File: config.mk
export PLATFORM = sky130hd
export DESIGN_NAME = cache_refill_ctrl
export DESIGN_NICKNAME = d
export VERILOG_FILES = /design/src/rtl/cache_refill_ctrl.sv
export SDC_FILE = /design/constraint.sdc
export NUM_CORES = 1
export LEC_CHECK = 0
export CORE_MARGIN = 1
export CORE_UTILIZATION = 40
export CTS_BUF_LIST = sky130_fd_sc_hd__clkbuf_4 sky130_fd_sc_hd__clkbuf_8
export DETAILED_ROUTE_END_ITERATION = 7
export PLACE_DENSITY = 0.76
export SLEW_MARGIN = 10
export SYNTH_ARGS = -nofsm -noshare
export SYNTH_HDL_FRONTEND = slang
export SYNTH_SLANG_ARGS = --single-unit
File: constraint.sdc
create_clock -name iClk -period 1.7 [get_ports iClk]
set_input_delay 0.51 -clock iClk [delete_from_list [all_inputs] [get_ports iClk]]
set_output_delay 0.51 -clock iClk [all_outputs]
set_load 0.01 [all_outputs]
File: src/rtl/cache_refill_ctrl.sv
// rtl/cache_refill_ctrl.sv - direct-mapped I-cache miss/refill and flush-serialising controller
// Optional hit/miss counters are enabled by defining CACHE_REFILL_STATS_EN.
module cache_refill_ctrl #(
  parameter int ADDR_WIDTH  = 32,
  parameter int DATA_WIDTH  = 32,
  parameter int INDEX_WIDTH = 4,
  parameter int TAG_WIDTH   = ADDR_WIDTH - INDEX_WIDTH - 2
) (
  input  logic                   iClk,
  input  logic                   iRst,
  input  logic                   iReqValid,
  input  logic [ADDR_WIDTH-1:0]  iReqAddress,
  output logic                   oReqReady,
  output logic                   oRespValid,
  output logic [DATA_WIDTH-1:0]  oRespData,
  output logic [ADDR_WIDTH-1:0]  oLookupAddress,
  input  logic                   iHit,
  input  logic [DATA_WIDTH-1:0]  iCacheData,
  output logic                   oWrEn,
  output logic [INDEX_WIDTH-1:0] oWrIndex,
  output logic [TAG_WIDTH-1:0]   oWrTag,
  output logic                   oWrValid,
  output logic [DATA_WIDTH-1:0]  oWrData,
  input  logic                   iFlush,
  input  logic [ADDR_WIDTH-1:0]  iFlushAddress,
  output logic                   oMemReqValid,
  output logic [ADDR_WIDTH-1:0]  oMemAddress,
  input  logic                   iMemReqReady,
  input  logic                   iMemRespValid,
  input  logic [DATA_WIDTH-1:0]  iMemRespData
`ifdef CACHE_REFILL_STATS_EN
  ,
  output logic [31:0]            oHitCount,
  output logic [31:0]            oMissCount
`endif
);

  typedef enum logic [2:0] {IDLE, LOOKUP, MEM_REQ, MEM_WAIT, FILL, FLUSH} state_e;

  state_e                 state_q;
  logic                   flush_pend_q;
  logic [INDEX_WIDTH-1:0] flush_idx_q;
  logic [INDEX_WIDTH-1:0] flush_idx_d;
  logic [ADDR_WIDTH-1:0]  lookup_addr_q;
  logic                   resp_valid_q;
  logic [DATA_WIDTH-1:0]  resp_data_q;
  logic                   wr_en_q;
  logic                   wr_valid_q;
  logic [INDEX_WIDTH-1:0] wr_index_q;
  logic [TAG_WIDTH-1:0]   wr_tag_q;
  logic [DATA_WIDTH-1:0]  wr_data_q;
  logic                   mem_req_valid_q;
  logic [ADDR_WIDTH-1:0]  mem_addr_q;
  logic                   unused_flush_bits;

  assign unused_flush_bits = ^{iFlushAddress[ADDR_WIDTH-1:INDEX_WIDTH+2], iFlushAddress[1:0]};

  // An incoming flush is newer than any pending one, so its set takes priority.
  always_comb begin
    flush_idx_d = flush_idx_q;
    if (iFlush) flush_idx_d = iFlushAddress[INDEX_WIDTH+1:2];
  end

  assign oReqReady      = iRst && (state_q == IDLE) && !flush_pend_q && !iFlush;
  assign oRespValid     = resp_valid_q;
  assign oRespData      = resp_data_q;
  assign oLookupAddress = lookup_addr_q;
  assign oWrEn          = wr_en_q;
  assign oWrValid       = wr_valid_q;
  assign oWrIndex       = wr_index_q;
  assign oWrTag         = wr_tag_q;
  assign oWrData        = wr_data_q;
  assign oMemReqValid   = mem_req_valid_q;
  assign oMemAddress    = mem_addr_q;

  always_ff @(posedge iClk or negedge iRst) begin
    if (!iRst) begin
      state_q         <= IDLE;
      flush_pend_q    <= 1'b0;
      flush_idx_q     <= '0;
      lookup_addr_q   <= '0;
      resp_valid_q    <= 1'b0;
      resp_data_q     <= '0;
      wr_en_q         <= 1'b0;
      wr_valid_q      <= 1'b0;
      wr_index_q      <= '0;
      wr_tag_q        <= '0;
      wr_data_q       <= '0;
      mem_req_valid_q <= 1'b0;
      mem_addr_q      <= '0;
    end else begin
      resp_valid_q <= 1'b0;
      wr_en_q      <= 1'b0;
      wr_valid_q   <= 1'b0;
      if (iFlush && state_q != IDLE) begin
        flush_pend_q <= 1'b1;
        flush_idx_q  <= iFlushAddress[INDEX_WIDTH+1:2];
      end
      case (state_q)
        IDLE: begin
          if (flush_pend_q || iFlush) begin
            flush_pend_q <= 1'b0;
            wr_en_q      <= 1'b1;
            wr_index_q   <= flush_idx_d;
            wr_tag_q     <= '0;
            wr_data_q    <= '0;
            state_q      <= FLUSH;
          end else if (iReqValid) begin
            lookup_addr_q <= iReqAddress;
            state_q       <= LOOKUP;
          end
        end
        LOOKUP: begin
          if (iHit) begin
            resp_data_q  <= iCacheData;
            resp_valid_q <= 1'b1;
            state_q      <= IDLE;
          end else begin
            mem_req_valid_q <= 1'b1;
            mem_addr_q      <= {lookup_addr_q[ADDR_WIDTH-1:2], 2'b00};
            state_q         <= MEM_REQ;
          end
        end
        MEM_REQ: begin
          if (iMemReqReady) begin
            mem_req_valid_q <= 1'b0;
            state_q         <= MEM_WAIT;
          end
        end
        MEM_WAIT: begin
          if (iMemRespValid) begin
            wr_en_q      <= 1'b1;
            wr_valid_q   <= 1'b1;
            wr_index_q   <= lookup_addr_q[INDEX_WIDTH+1:2];
            wr_tag_q     <= lookup_addr_q[ADDR_WIDTH-1:INDEX_WIDTH+2];
            wr_data_q    <= iMemRespData;
            resp_valid_q <= 1'b1;
            resp_data_q  <= iMemRespData;
            state_q      <= FILL;
          end
        end
        FILL:    state_q <= IDLE;
        FLUSH:   state_q <= IDLE;
        default: state_q <= IDLE;
      endcase
    end
  end

`ifdef CACHE_REFILL_STATS_EN
  logic [31:0] hit_cnt_q;
  logic [31:0] miss_cnt_q;

  always_ff @(posedge iClk or negedge iRst) begin
    if (!iRst) begin
      hit_cnt_q  <= '0;
      miss_cnt_q <= '0;
    end else if (state_q == LOOKUP) begin
      if (iHit && hit_cnt_q != 32'hFFFF_FFFF)        hit_cnt_q  <= hit_cnt_q + 32'd1;
      else if (!iHit && miss_cnt_q != 32'hFFFF_FFFF) miss_cnt_q <= miss_cnt_q + 32'd1;
    end
  end

  assign oHitCount  = hit_cnt_q;
  assign oMissCount = miss_cnt_q;
`endif

endmodule

==> flow_summary.json, run 1 <==
{
  "violations": "negative setup slack",
  "wl_per_cell_microns": 19.2,
  "wl_met2_microns": 10400,
  "ant_nets": 0,
  "maxSlewViolCount": 0,
  "synthToLayoutAreaGrowth_pct": 63.4,
  "p_leak_nw": 5.60,
  "nNetsFinal": 1051,
  "yosysWarningCount": 0,
  "cts_tree": "done",
  "timing.setup.tns_ns": -15.77,
  "synth_cell_types": 32,
  "grt_pass1_wl_microns": 30900,
  "portBuffers": 267,
  "grt_max_degree": 98,
  "drc": 0,
  "final_core_util_pct": 67.0,
  "finalSetupViolCount": 123,
  "cts.path.max_buffers": 2,
  "root_buffer": "clkbuf_8",
  "pre_cts_slack_ns": -0.773,
  "synthesis.area_sq_um": 7110,
  "cts_max_level": 4,
  "path_delay_family": "buffers and inverters",
  "outcome": "finished with violations",
  "worst-setup-path-type": "reg -> reg",
  "path_clk_slew_ns": 0.09,
  "drt-total-wl_microns": 22200,
  "path_max_fanout": 6,
  "max_freq_ghz": 0.518,
  "grt_pass1_vias": 5574,
  "cts_buffers": 17,
  "drv_cap": 0,
  "end_kind": "register",
  "irDropWorstVdd_mv": 0.931,
  "syn_inst": 562,
  "via_per_inst": 4.90,
  "highest_layer": "met4",
  "num_vias": 5652,
  "hp-class": "in -> async",
  "tightest_slew_ns": 0.555,
  "start_util_pct": 41.0,
  "grt-ovfl-total": 0,
  "layout-drive-gt1-share_pct": 32.0,
  "die_h_microns": 135,
  "drtPass1Iterations": 4,
  "ys_seq_area_share_pct": 59.1,
  "cts_hold_buf": 0,
  "synth_area_per_cell_sq_um": 12.7,
  "wl_met3_microns": 1900,
  "crit_top_cell": "buf_12",
  "rsz0062_at_grt": "true",
  "fin_worst_skew_ns": 0.0126,
  "row_count": 48,
  "postSynth.asyncResetShare_pct": 100,
  "ioPinCount": 298,
  "synth-seq-cells": 168,
  "core_sq_um": 17400,
  "cts_num_sinks": 168,
  "synth_flop_cell": "dfrtp_1",
  "grt.total_usage_pct": 22.6,
  "synth_edf_count": 0,
  "antenna_found_initial": 0,
  "crit_required_ns": 2.04,
  "period_minus_slack_ns": 1.93,
  "die-area_sq_um": 18300,
  "path_cells": "buf_6 -> or3_4 -> a21oi_4 -> buf_12 -> buf_12 -> buf_12 -> mux2_4",
  "cp_slowest_cell": "dfrtp_1",
  "cp.arrival_ns": 2.27,
  "timing.critical_path.buf_inv": 4,
  "met1Wirelength_microns": 9420,
  "die_x_microns": 135,
  "antenna_cells": 0,
  "max_slew_margin_pct": 63.0,
  "drt_iter0_markers": 194,
  "crit_path_start_kind": "register",
  "worst_slack_ns": -0.229,
  "powerDensity_nw_per_um2": 1740,
  "final_hold_viol_count": 0,
  "timing.final.crit_share_pct": 113,
  "clk_latency_ns": 0.46,
  "critPathMaxStageDelay_ns": 0.43,
  "dp_hpwl_microns": 13300,
  "place.gp.congestion": 0.779
}
==> metrics by stage <==
stage / power, W / instance area [sq um] / hold WS, ns / cells
floorplan: 0.0110 / 7130 / 0.214 / 563
finish: 0.0202 / 11600 / 0.0924 / 1154
global placement: 0.0154 / 10200 / 0.462 / 1053
global route: 0.0213 / 11600 / 0.107 / 1154
CTS: 0.0195 / 11100 / 0.0768 / 1131
detailed placement: 0.0156 / 10200 / 0.472 / 1053
==> power breakdown <==
group / switching, W / leakage, nW / internal [W]
Clock: 0.00151 / 0.210 / 0.00159
Combinational: 0.00461 / 3.24 / 0.00602
Sequential: 0.000894 / 2.15 / 0.00561
Total: 0.00701 / 5.60 / 0.0132
==> synth_stat cells, types with 2 or more instances <==
| cell | count | share of area, % |
|---|---|---|
| a21oi_1 | 38 | 2.7 |
| and2_1 | 33 | 2.9 |
| buf_12 | 3 | 0.84 |
| buf_2 | 20 | 1.4 |
| buf_4 | 3 | 0.32 |
| buf_6 | 4 | 0.63 |
| clkbuf_1 | 5 | 0.26 |
| dfrtp_1 | 168 | 59 |
| inv_1 | 32 | 1.7 |
| mux2_2 | 69 | 11 |
| mux2_4 | 29 | 6.1 |
| mux2i_1 | 35 | 4.9 |
| nand2_1 | 63 | 3.3 |
| nand2b_1 | 2 | 0.18 |
| nand3_1 | 2 | 0.14 |
| nor2_1 | 9 | 0.47 |
| o21ai_0 | 22 | 1.5 |
| o21ai_1 | 11 | 0.77 |
==> routing by layer <==
metal / global-route usage [%] / vias up
met5: 0 / -
met4: 7.43 / 0
met3: 7.26 / 32
met2: 35.5 / 228
met1: 29.3 / 2800
li1: - / 2592
==> path summary, 6_finish.rpt <==
kind,startpoint,end,slack (ns),cells past startpoint
min reg2reg,oRespData[19],oRespData[19],0.49,2
min,iRst,oLookupAddress[5],0.09,2
max,state_q[1],oWrData[29],-0.23,7
min in group iClk,oRespData[19],oRespData[19],0.49,2
max reg2reg,state_q[1],oWrData[29],-0.23,7
max in group asynchronous,iRst,state_q[0],0.69,3
==> sequential cells by signal, indices dropped and copies added (netlist names), 3 cells and up <==
signal	flops
oWrData	32
oLookupAddress	32
oRespData	32
oMemAddress	30
oWrTag	26
flush_idx_q	4
oWrIndex	4
state_q	3
==> cell type report <==
cell class | instances | area (sq um)
fill | 1292 | 5730
sequential | 168 | 4200
timing repair buffer | 370 | 3800
multi-input combinational | 327 | 2790
clock buffer | 22 | 284
tap | 225 | 282
clock inverter | 10 | 144
inverter | 32 | 120
==> cell families after synthesis <==
group | share of synthesized area (%)
mux | 22.0
compound gates | 5.45
simple gates | 8.06
flops | 59.1
other cells | 0.0527
buf+inv | 5.37
==> layout by cell type (no fill, tap or decap), drive strengths merged <==
cell	synthesis	final
nor3	2	2
o21ai	33	33
and3b	1	1
and2	33	33
or3	1	1
clkinv	0	3
nor3b	1	1
nor2	10	10
nand2	63	63
dfrtp	168	168
conb	1	2
clkinvlp	0	3
or2	2	2
nand3	2	2
clkbuf	5	27
buf	31	101
dlygate4sd2	0	118
inv	32	33
o31ai	1	1
clkdlybuf4s15	0	42
nand2b	2	2
o221ai	1	1
a21oi	39	39
mux2i	35	35
mux2	98	98
and3	1	1
clkdlybuf4s50	0	104
bufinv	0	3
==> worst register-to-register path: cells and delay by family (launching register included) <==
kind	cells	cell delay [ns]
flip-flops	1	0.43
multiplexers	1	0.31
AO/OA/AOI/OAI	1	0.15
AND/OR/NAND/NOR	1	0.40
buffers and inverters	4	0.54
==> timing repair <==
item / CTS / global route
endpoints found under the hold margin: 0 / 0
gates cloned: 7 / 7
buffers inserted: 39 / 19
resized for setup: 209 / 125
setup endpoints to repair: 237 / 171
pin swaps: 5 / 21
Note: power is estimated with default switching activity, not from simulation.
==> run 2: changes to the inputs <==
--- a/config.mk
+++ b/config.mk
@@ -9,7 +9,7 @@
 export CORE_UTILIZATION = 40
 export CTS_BUF_LIST = sky130_fd_sc_hd__clkbuf_4 sky130_fd_sc_hd__clkbuf_8
 export DETAILED_ROUTE_END_ITERATION = 7
-export PLACE_DENSITY = 0.76
+export PLACE_DENSITY = 0.73
 export SLEW_MARGIN = 10
 export SYNTH_ARGS = -nofsm -noshare
 export SYNTH_HDL_FRONTEND = slang
==> constraint.sdc (replaced) <==
create_clock -name iClk -period 2 [get_ports iClk]
set_input_delay 0.6 -clock iClk [delete_from_list [all_inputs] [get_ports iClk]]
set_output_delay 0.6 -clock iClk [all_outputs]
set_load 0.01 [all_outputs]
==> flow_summary.json, run 2 (same netlist as run 1, synthesis figures left out) <==
{
  "worst-setup-path-type": "reg -> out",
  "path_max_fanout": 2,
  "layout-drive-gt1-share_pct": 21.2,
  "crit_path_start_kind": "register",
  "grt-ovfl-total": 0,
  "end_kind": "output pin",
  "portBuffers": 267,
  "max_freq_ghz": 0.502,
  "drt_iter0_markers": 187,
  "cts_buffers": 17,
  "drtPass1Iterations": 5,
  "die-area_sq_um": 18300,
  "clk_latency_ns": 0.45,
  "antenna_cells": 0,
  "drt-total-wl_microns": 20300,
  "synthToLayoutAreaGrowth_pct": 51.7,
  "grt_max_degree": 119,
  "core_sq_um": 17400,
  "wl_per_cell_microns": 18.6,
  "tightest_slew_ns": 0.671,
  "rr_worst_depth": 6,
  "worst_slack_ns": 0.00887,
  "grt_pass1_wl_microns": 30900,
  "die_x_microns": 135,
  "cts_tree": "done",
  "powerDensity_nw_per_um2": 1440,
  "irDropWorstVdd_mv": 0.857,
  "antenna_found_initial": 0,
  "ant_nets": 0,
  "via_per_inst": 4.95,
  "critPathMaxStageDelay_ns": 0.42,
  "drv_cap": 0,
  "ioPinCount": 298,
  "timing.final.crit_share_pct": 99.6,
  "hp-class": "in -> async",
  "path_cells": "nor3_4 -> and3_4 -> buf_6",
  "fillCellCount": 1363,
  "outcome": "completed",
  "crit_required_ns": 1.40,
  "path_delay_family": "simple AND/OR/NAND/NOR gates",
  "maxSlewViolCount": 0,
  "final_cell_mix": "dfrtp_1 (167), clkdlybuf4s50_1 (113), dlymetal6s2s_1 (77)",
  "nNetsFinal": 988,
  "final_common_cell": "dfrtp_1",
  "hold-worst-slack_ns": 0.282,
  "row_count": 48,
  "grt.total_usage_pct": 22.4,
  "multi_input_area_sq_um": 2550,
  "start_util_pct": 41.0,
  "placed_area_sq_um": 10100,
  "dpl.cell_count": 1040,
  "cts.path.max_buffers": 2,
  "reg2reg_slack_ns": 0.04,
  "place.gp.congestion": 0.869,
  "timing.setup.tns_ns": 0,
  "p_leak_nw": 5.97,
  "rsz0062_at_grt": "true",
  "path_clk_slew_ns": 0.09,
  "grt_pass1_vias": 5713,
  "num_vias": 5397,
  "reg2reg_to": "oWrData[17]",
  "r2r_start": "state_q[1]",
  "pre_cts_slack_ns": -0.534,
  "root_buffer": "clkbuf_8",
  "period_minus_slack_ns": 1.99,
  "max_slew_margin_pct": 55.3,
  "layoutNonFillerInstCount": 1091,
  "cp_slowest_cell": "dfrtp_1",
  "cts_num_sinks": 168,
  "dp_hpwl_microns": 13700,
  "final_cell_area_sq_um": 10800,
  "finalSetupViolCount": 0,
  "drc": 0,
  "cts_hold_buf": 0,
  "cts_max_level": 4,
  "seqCellArea_sq_um": 4210,
  "die_h_microns": 135,
  "timing.critical_path.buf_inv": 1,
  "cp.arrival_ns": 1.39,
  "final_hold_viol_count": 0,
  "fin_worst_skew_ns": 0.0116
}
## run 2: cell count changes in the layout (fill, tap and decap cells not counted), sizes merged, moves of 2 or more
cell	change
dlymetal6s2s	+77
buf	-60
dlygate4sd2	-43
clkdlybuf4s15	-42
clkbuf	-9
clkdlybuf4s50	+9
inv	+2
## run 2: where the power goes
part	leakage [nW]	switching [W]	internal, W
registers	2.15	0.000833	0.00478
clock network	0.201	0.00128	0.00126
logic	3.62	0.00335	0.00406
## run 2: how the worst max path moves through the flow
stage | from | end | cells past startpoint
floorplan | iFlush | oWrData[10] | 7
global placement | iFlush | oReqReady | 4
detailed placement | iFlush | oWrIndex[2] | 7
CTS | state_q[2] | oReqReady | 3
global route | state_q[2] | oReqReady | 3
finish | state_q[2] | oReqReady | 3
## run 2: final cells by class
class / count / share of cell area (%)
flip-flops and latches: 168 / 39.0
repair buffers: 307 / 29.8
multi-input cells: 327 / 23.6
well taps: 225 / 2.61
clock buffers: 18 / 2.24
clock inverters: 14 / 1.60
inverters: 32 / 1.11
## run 2: worst reg2reg max path, stage by stage (launching register included)
cell and delay, ns:
dfrtp_1 0.43, buf_6 0.15, or3_4 0.40, a21oi_4 0.15, buf_12 0.14, bufbuf_16 0.27, mux2_4 0.30
## run 2: metrics by stage
step	total power (W)	utilization, %
final	0.0156	62.2
after global routing	0.0165	62.2
after CTS	0.0159	61.1
after detailed placement	0.0131	58.0
after global placement	0.0129	58.0
after floorplan	0.00937	-
## run 2: repair_timing
action                                  in CTS  in global routing
resized for setup                           85                 78
endpoints found under the setup margin      85                105
pin swaps                                    3                  1
setup buffers                               15                  3
cloned                                       2                  0
## run 2: per-layer routing
| layer | global-route usage [%] | routed length, microns | share of wire [%] |
|---|---|---|---|
| met1 | 26.7 | 8230 | 40 |
| met2 | 38.3 | 10200 | 50 |
| met3 | 7.11 | 1650 | 8.1 |
| met4 | 6.93 | 281 | 1.4 |
| met5 | 0 | 0 | 0 |
